File: config.mk
export PLATFORM = sky130hd
export DESIGN_NAME = reg_writeback
export DESIGN_NICKNAME = d
export VERILOG_FILES = /design/src/rtl/rv_wb_pkg.sv /design/src/rtl/wb_arbiter.sv /design/src/rtl/reg_writeback.sv
export SDC_FILE = /design/constraint.sdc
export NUM_CORES = 1
export LEC_CHECK = 0
export BUFFER_PORTS_ARGS = -buffer_cell sky130_fd_sc_hd__clkbuf_2
export CAP_MARGIN = 20
export CORE_ASPECT_RATIO = 0.9
export CORE_MARGIN = 10
export CORE_UTILIZATION = 25
export DETAILED_ROUTE_END_ITERATION = 6
export GPL_ROUTABILITY_DRIVEN = 0
export GPL_TIMING_DRIVEN = 1
export PLACE_DENSITY = 0.55
export SETUP_SLACK_MARGIN = 0.2
export SLEW_MARGIN = 25
export SYNTH_ARGS = -nofsm -noshare
export SYNTH_HDL_FRONTEND = slang
export SYNTH_SLANG_ARGS = --single-unit
File: constraint.sdc
create_clock -name clk -period 2.23 [get_ports clk]
set_clock_uncertainty 0.2 [all_clocks]
set_input_delay 0.1115 -clock clk [delete_from_list [all_inputs] [get_ports clk]]
set_output_delay 0.1115 -clock clk [all_outputs]
set_load 0.02 [all_outputs]
File: src/rtl/rv_wb_pkg.sv
// rv_wb_pkg -- shared constants and types for the register writeback slice.
//   REG_ADDR_W   : architectural register index width
//   NUM_REGS     : number of architectural registers (x0 hardwired to zero)
//   STARVE_LIMIT : ALU wait cycles after which the ALU is forced to win arbitration
//   wb_req_t     : writeback request record (destination, data)
//   rd_writes()  : true when a destination actually modifies the register file
package rv_wb_pkg;

  localparam int REG_ADDR_W   = 5;
  localparam int NUM_REGS     = 32;
  localparam int STARVE_LIMIT = 4;
  localparam int STARVE_CNT_W = 3;
  localparam int WB_DATA_W    = 32;

  typedef struct packed {
    logic [REG_ADDR_W-1:0] rd;
    logic [WB_DATA_W-1:0]  data;
  } wb_req_t;

  // x0 is read-only: a result aimed at it is consumed but never written.
  function automatic logic rd_writes(input logic [REG_ADDR_W-1:0] rd);
    return (rd != {REG_ADDR_W{1'b0}});
  endfunction

endpackage

File: src/rtl/wb_arbiter.sv
// wb_arbiter -- picks at most one of the ALU / LSU producers per cycle.
// LSU wins by default; an ALU kept waiting STARVE_LIMIT cycles wins once.
// Ports:
//   clk, rstn             : clock, synchronous active-low reset
//   alu_valid, lsu_valid  : producer requests
//   alu_grant, lsu_grant  : one-hot (or zero) grants, combinational; these are
//                           the producers' ready signals
module wb_arbiter
  import rv_wb_pkg::*;
(
  input  logic clk,
  input  logic rstn,
  input  logic alu_valid,
  input  logic lsu_valid,
  output logic alu_grant,
  output logic lsu_grant
);

  logic [STARVE_CNT_W-1:0] starve_cnt_q;
  logic [STARVE_CNT_W-1:0] starve_cnt_d;
  logic                    starve_s;

  assign starve_s = (starve_cnt_q == STARVE_CNT_W'(STARVE_LIMIT));

  // Grant selection; nothing is granted while reset is held.
  always_comb begin
    alu_grant = 1'b0;
    lsu_grant = 1'b0;
    if (!rstn) begin
      alu_grant = 1'b0;
      lsu_grant = 1'b0;
    end else if (alu_valid && (starve_s || !lsu_valid)) begin
      alu_grant = 1'b1;
    end else if (lsu_valid) begin
      lsu_grant = 1'b1;
    end else begin
      alu_grant = 1'b0;
      lsu_grant = 1'b0;
    end
  end

  // Starvation count: cycles the ALU has been valid but refused.
  // At the limit the ALU is always granted, so the count never passes it.
  always_comb begin
    starve_cnt_d = starve_cnt_q;
    if (!alu_valid || alu_grant) begin
      starve_cnt_d = {STARVE_CNT_W{1'b0}};
    end else begin
      starve_cnt_d = starve_cnt_q + STARVE_CNT_W'(1);
    end
  end

  // Starvation counter register.
  always_ff @(posedge clk) begin
    if (!rstn) begin
      starve_cnt_q <= {STARVE_CNT_W{1'b0}};
    end else begin
      starve_cnt_q <= starve_cnt_d;
    end
  end

endmodule

File: src/rtl/reg_writeback.sv
// reg_writeback -- merges ALU and LSU results into one register-file write
// port with one cycle of registered latency, and optionally tracks pending
// writes for hazard detection.
// Build option: define RV_WB_SCOREBOARD_EN to build the pending-write
// scoreboard; otherwise o_rs1_busy/o_rs2_busy are tied to 0 and i_issue_* is
// ignored.
// Ports:
//   clk, rstn                                  : clock, sync active-low reset
//   i_alu_valid/o_alu_ready/i_alu_rd/i_alu_data : ALU result handshake
//   i_lsu_valid/o_lsu_ready/i_lsu_rd/i_lsu_data : load result handshake
//   i_issue_valid, i_issue_rd                   : newly issued destination
//   i_rs1, i_rs2 / o_rs1_busy, o_rs2_busy       : hazard query
//   o_rd, o_wen, o_wdata                        : register-file write port
module reg_writeback
  import rv_wb_pkg::*;
#(
  parameter int XLEN = 32
) (
  input  logic                  clk,
  input  logic                  rstn,
  input  logic                  i_alu_valid,
  output logic                  o_alu_ready,
  input  logic [REG_ADDR_W-1:0] i_alu_rd,
  input  logic [XLEN-1:0]       i_alu_data,
  input  logic                  i_lsu_valid,
  output logic                  o_lsu_ready,
  input  logic [REG_ADDR_W-1:0] i_lsu_rd,
  input  logic [XLEN-1:0]       i_lsu_data,
  input  logic                  i_issue_valid,
  input  logic [REG_ADDR_W-1:0] i_issue_rd,
  input  logic [REG_ADDR_W-1:0] i_rs1,
  input  logic [REG_ADDR_W-1:0] i_rs2,
  output logic                  o_rs1_busy,
  output logic                  o_rs2_busy,
  output logic [REG_ADDR_W-1:0] o_rd,
  output logic                  o_wen,
  output logic [XLEN-1:0]       o_wdata
);

  logic                  alu_grant_s;
  logic                  lsu_grant_s;
  logic                  xfer_s;
  logic [REG_ADDR_W-1:0] sel_rd_s;
  logic [XLEN-1:0]       sel_data_s;

  logic                  wen_q,   wen_d;
  logic [REG_ADDR_W-1:0] rd_q,    rd_d;
  logic [XLEN-1:0]       wdata_q, wdata_d;

  wb_arbiter u_arb (
    .clk       (clk),
    .rstn      (rstn),
    .alu_valid (i_alu_valid),
    .lsu_valid (i_lsu_valid),
    .alu_grant (alu_grant_s),
    .lsu_grant (lsu_grant_s)
  );

  assign o_alu_ready = alu_grant_s;
  assign o_lsu_ready = lsu_grant_s;
  assign xfer_s      = alu_grant_s | lsu_grant_s;

  // Route the granted producer's result.
  always_comb begin
    sel_rd_s   = {REG_ADDR_W{1'b0}};
    sel_data_s = {XLEN{1'b0}};
    if (lsu_grant_s) begin
      sel_rd_s   = i_lsu_rd;
      sel_data_s = i_lsu_data;
    end else if (alu_grant_s) begin
      sel_rd_s   = i_alu_rd;
      sel_data_s = i_alu_data;
    end else begin
      sel_rd_s   = {REG_ADDR_W{1'b0}};
      sel_data_s = {XLEN{1'b0}};
    end
  end

  // Next write-port state: strobe only for real writes, address/data hold
  // their last value when nothing is accepted.
  always_comb begin
    wen_d   = 1'b0;
    rd_d    = rd_q;
    wdata_d = wdata_q;
    if (xfer_s) begin
      wen_d   = rd_writes(sel_rd_s);
      rd_d    = sel_rd_s;
      wdata_d = sel_data_s;
    end else begin
      wen_d   = 1'b0;
    end
  end

  // Write-port register stage.
  always_ff @(posedge clk) begin
    if (!rstn) begin
      wen_q   <= 1'b0;
      rd_q    <= {REG_ADDR_W{1'b0}};
      wdata_q <= {XLEN{1'b0}};
    end else begin
      wen_q   <= wen_d;
      rd_q    <= rd_d;
      wdata_q <= wdata_d;
    end
  end

  assign o_wen   = wen_q;
  assign o_rd    = rd_q;
  assign o_wdata = wdata_q;

`ifdef RV_WB_SCOREBOARD_EN
  logic [NUM_REGS-1:0] pending_q, pending_d;

  // Pending-write vector: clear on retirement, then set on issue so a new
  // producer of the same register wins; x0 is never pending.
  always_comb begin
    pending_d = pending_q;
    if (xfer_s && rd_writes(sel_rd_s)) begin
      pending_d[sel_rd_s] = 1'b0;
    end else begin
      pending_d = pending_q;
    end
    if (i_issue_valid && rd_writes(i_issue_rd)) begin
      pending_d[i_issue_rd] = 1'b1;
    end else begin
      pending_d[0] = 1'b0;
    end
    pending_d[0] = 1'b0;
  end

  // Pending-write vector register.
  always_ff @(posedge clk) begin
    if (!rstn) begin
      pending_q <= {NUM_REGS{1'b0}};
    end else begin
      pending_q <= pending_d;
    end
  end

  assign o_rs1_busy = pending_q[i_rs1];
  assign o_rs2_busy = pending_q[i_rs2];
`else
  logic unused_sb_inputs;
  assign unused_sb_inputs = ^{i_issue_valid, i_issue_rd, i_rs1, i_rs2};
  assign o_rs1_busy       = 1'b0;
  assign o_rs2_busy       = 1'b0;
`endif

endmodule

==> metrics.md <==
| Metric | Value |
|---|---|
| Synth unique cells | `28` |
| Cell accounting for the most synthesized area | `dfxtp_1` |
| CP startpoint | `u_arb.starve_cnt_q[0]` |
| Vias in the first global route | `2716` |
| Max Freq | `0.499 GHz` |
| Core Area | `0.00754 mm2` |
| Port Buffer Count | `117` |
| Remaining DRCs | `0` |
| Worst-path clk slew | `0.09 ns` |
| Worst Hold Slack | `0.0859 ns` |
| Post-synth top area share | `a little over two fifths` |
| Register area share after synthesis | `42.3%` |
| Number of max-cap violations | `0` |
| Worst Slack Setup Final | `between 0.2 and 0.25 ns` |
| Top-count cell post-synth | `dfxtp_1` |
| Yosys warns | `0` |
| Setup TNS | `0 ns` |
| RSZ-0062 raised after global routing | `yes` |
| Initial antenna violation count | `1` |
| Pin count of the biggest net entering global routing | `38` |
| Fraction of layout cells with a size suffix above 1 | `33.7%` |
| Flops & latches, synth | `41` |
| Worst reg2reg path depth | `6` |
| Critical path class | `reg -> out` |
| DR iter-0 viols | `119` |
| Worst vdd ir | `0.283 mV` |
| Area grow syn2layout | `79.3%` |
| Initial DRT Pass Iterations | `4` |
| I/O pin total | `136` |
| Tot GR Track Use | `14.1%` |
| Simple-gate share of the synthesized area | `14.4%` |
| TritonCTS Buffers | `5` |
| Top cells by area, synth | `dfxtp_1, nand3_1, a31oi_1` |
| Setup bufs post-CTS | `0` |
| Leak pwr | `~1.5 nW` |
| Vias per cell | `4.92` |
| Most used DFF post-synth | `dfxtp_1` |
| Run status | `completed` |
| Post-synthesis compound-gate area fraction | `roughly a third` |
| Worst-margin pin slew | `0.997 ns` |
| Synth cell count leaders | `dfxtp_1, nand3_1, a21oi_1, a31oi_1, o21ai_0` |
| GR Overflow Total | `0` |
| CTS H-tree lvls | `2` |
| Fillers | `675` |
| Final Max Slew Viols | `0` |
| Relative slew slack | `between 30% and 40%` |
| Async S/R FF share, synth | `0%` |
| Post-synthesis xor/xnor area fraction | `0%` |
| Number of routed nets with antenna violations | `0` |
| Mux cell area share after synthesis | `0.515%` |
| Layout Utilization | `46.1%` |
| Synth Area in Adders | `1.29%` |
| Met3 wire length | `876 um` |
| WL/cell | `16.9 um` |
| Number of synthesized flops with an enable pin | `0` |
| Place WS | `around 0.3 ns` |
| Buffer depth of the longest clock path | `2` |
| Min-delay worst type | `in -> reg` |
| Worst Path Max Fanout | `20` |
| Min Tclk post-route | `2.00 ns` |
| Hold Crit Depth | `4` |
| Latest clock arrival within the worst-skew pair | `0.29 ns` |
| Avg Inst Size Synth | `8.30 um2` |
| PwrDens | `approximately 550 mW/mm2` |
| Clock Sinks | `41` |
| Height of the die | `roughly 100 um` |
| Largest family of logic cells by synthesized area | `compound AO/OA/AOI/OAI gates` |
| Hold path startpoint | `rstn` |
| Crit end category | `output pin` |
| CP required | `1.92 ns` |
| CTS root buf | `clkbuf_8` |
| Met2 WL post-DR | `4220 um` |
| Top layer in use | `met4` |
| Period utilization | `89.8%` |
| First-pass GRT wire length | `~14000 um` |
| Initial core utilization | `between 20 and 30%` |
| Final hold vios | `0` |
| Setup Viol. Count Final | `0` |
| Via count | `approximately 2500` |
| CTS tree | `yes` |
| Fin nets | `514` |
| Drt total wl | `8740 um` |
| Synthesized area | `about 0.0019 mm2` |
| Critical Path AT | `1.69 ns` |
| Width of the die | `113 um` |
| Startpoint Class | `flop` |
| Die area | `roughly 0.012 mm2` |
| Synth Instances | `between 200 and 250` |
| Wire length on met1 | `about 3500 um` |
| Post-DP HPWL | `5420 um` |
| Worst R2R Start | `u_arb.starve_cnt_q[0]` |
| Cell Rows | `30` |
-- report_power, final --
part           total, W  internal [W]  switching (W)
Combinational  0.000489      0.000234       0.000254
Clock          0.000617      0.000335       0.000281
Sequential     0.000811      0.000785      0.0000259
Total           0.00192       0.00135       0.000561
-- layout by cell type, fill, tap and decap left out --
cell type      instances
clkinvlp_4             1
clkinv_4               1
a32oi_1               11
nand3_4                1
clkbuf_8               5
nor2_1                 4
nor3b_1                1
buf_4                 12
clkbuf_2             117
mux2i_1                1
conb_1                 2
o21ai_1                7
dlygate4sd3_1         76
a21bo_4                1
a21boi_0              11
a31oi_1               26
and4_1                 1
a22o_1                 1
dfxtp_1               41
diode_2                1
o21ai_4                1
nor3_1                 2
o21ai_0               19
inv_1                  2
nand3_1               37
ha_1                   2
nand2_1                4
and2_1                 3
and2_4                 1
bufinv_16              1
or2_1                  1
a21oi_1               26
-- worst paths after layout --
| kind | slack (ns) | end |
|---|---|---|
| max | 0.23 | o_alu_ready |
| min | 0.09 | o_rd[1] |
| max reg2reg | 0.39 | o_wdata[1] |
| min reg2reg | 0.27 | u_arb.starve_cnt_q[0] |
-- critical path, cell delays in order (launching register included) --
cell	delay, ns
dfxtp_1	0.34
inv_1	0.06
ha_1	0.27
a21bo_4	0.34
and2_4	0.21
clkbuf_2	0.17
-- state kept, by name, summed over array words and instances (netlist names) --
register / cells
o_wen: 1
o_rd: 5
o_wdata: 32
u_arb.starve_cnt_q: 3
-- cell type report --
type / count / area [um2] / share of cell area, %
antenna: 1 / 2.50 / 0.0719
clock buffer: 5 / 68.8 / 1.98
clock inverter: 3 / 46.3 / 1.33
inverter: 2 / 7.51 / 0.216
multi-input combinational: 163 / 978 / 28.1
sequential: 41 / 821 / 23.6
tap: 96 / 120 / 3.45
timing repair buffer: 205 / 1440 / 41.3
-- through the flow --
| stage | std cells | area (um2) | power, W |
|---|---|---|---|
| after floorplan | 235 | 1950 | 0.00104 |
| final | 516 | 3480 | 0.00192 |
| after global placement | 431 | 2580 | 0.00120 |
| after detailed placement | 431 | 2580 | 0.00120 |
| after CTS | 515 | 3470 | 0.00194 |
| after global routing | 516 | 3480 | 0.00203 |
-- timing repair --
action	in CTS	in global routing
pin swaps	0	2
hold endpoints to repair	41	0
resized for setup	2	1
endpoints found under the setup margin	2	14
hold buffers	76	0
-- routing by layer --
layer / global-route usage (%) / vias to the layer above
met5: 0 / -
met4: 5.62 / 0
met3: 5.54 / 14
met2: 23.3 / 135
met1: 15.7 / 1148
li1: - / 1241
-- cells by family (layout without fill, tap and decap cells) --
logic type | after synthesis | after routing
adder cells (fa/ha/maj) | 2 | 2
other | 1 | 3
buffers and inverters | 31 | 215
flip-flops | 41 | 41
multiplexers | 1 | 1
AND/OR/NAND/NOR | 55 | 55
AO/OA/AOI/OAI | 103 | 103
Note: power is estimated with default switching activity, not from simulation.
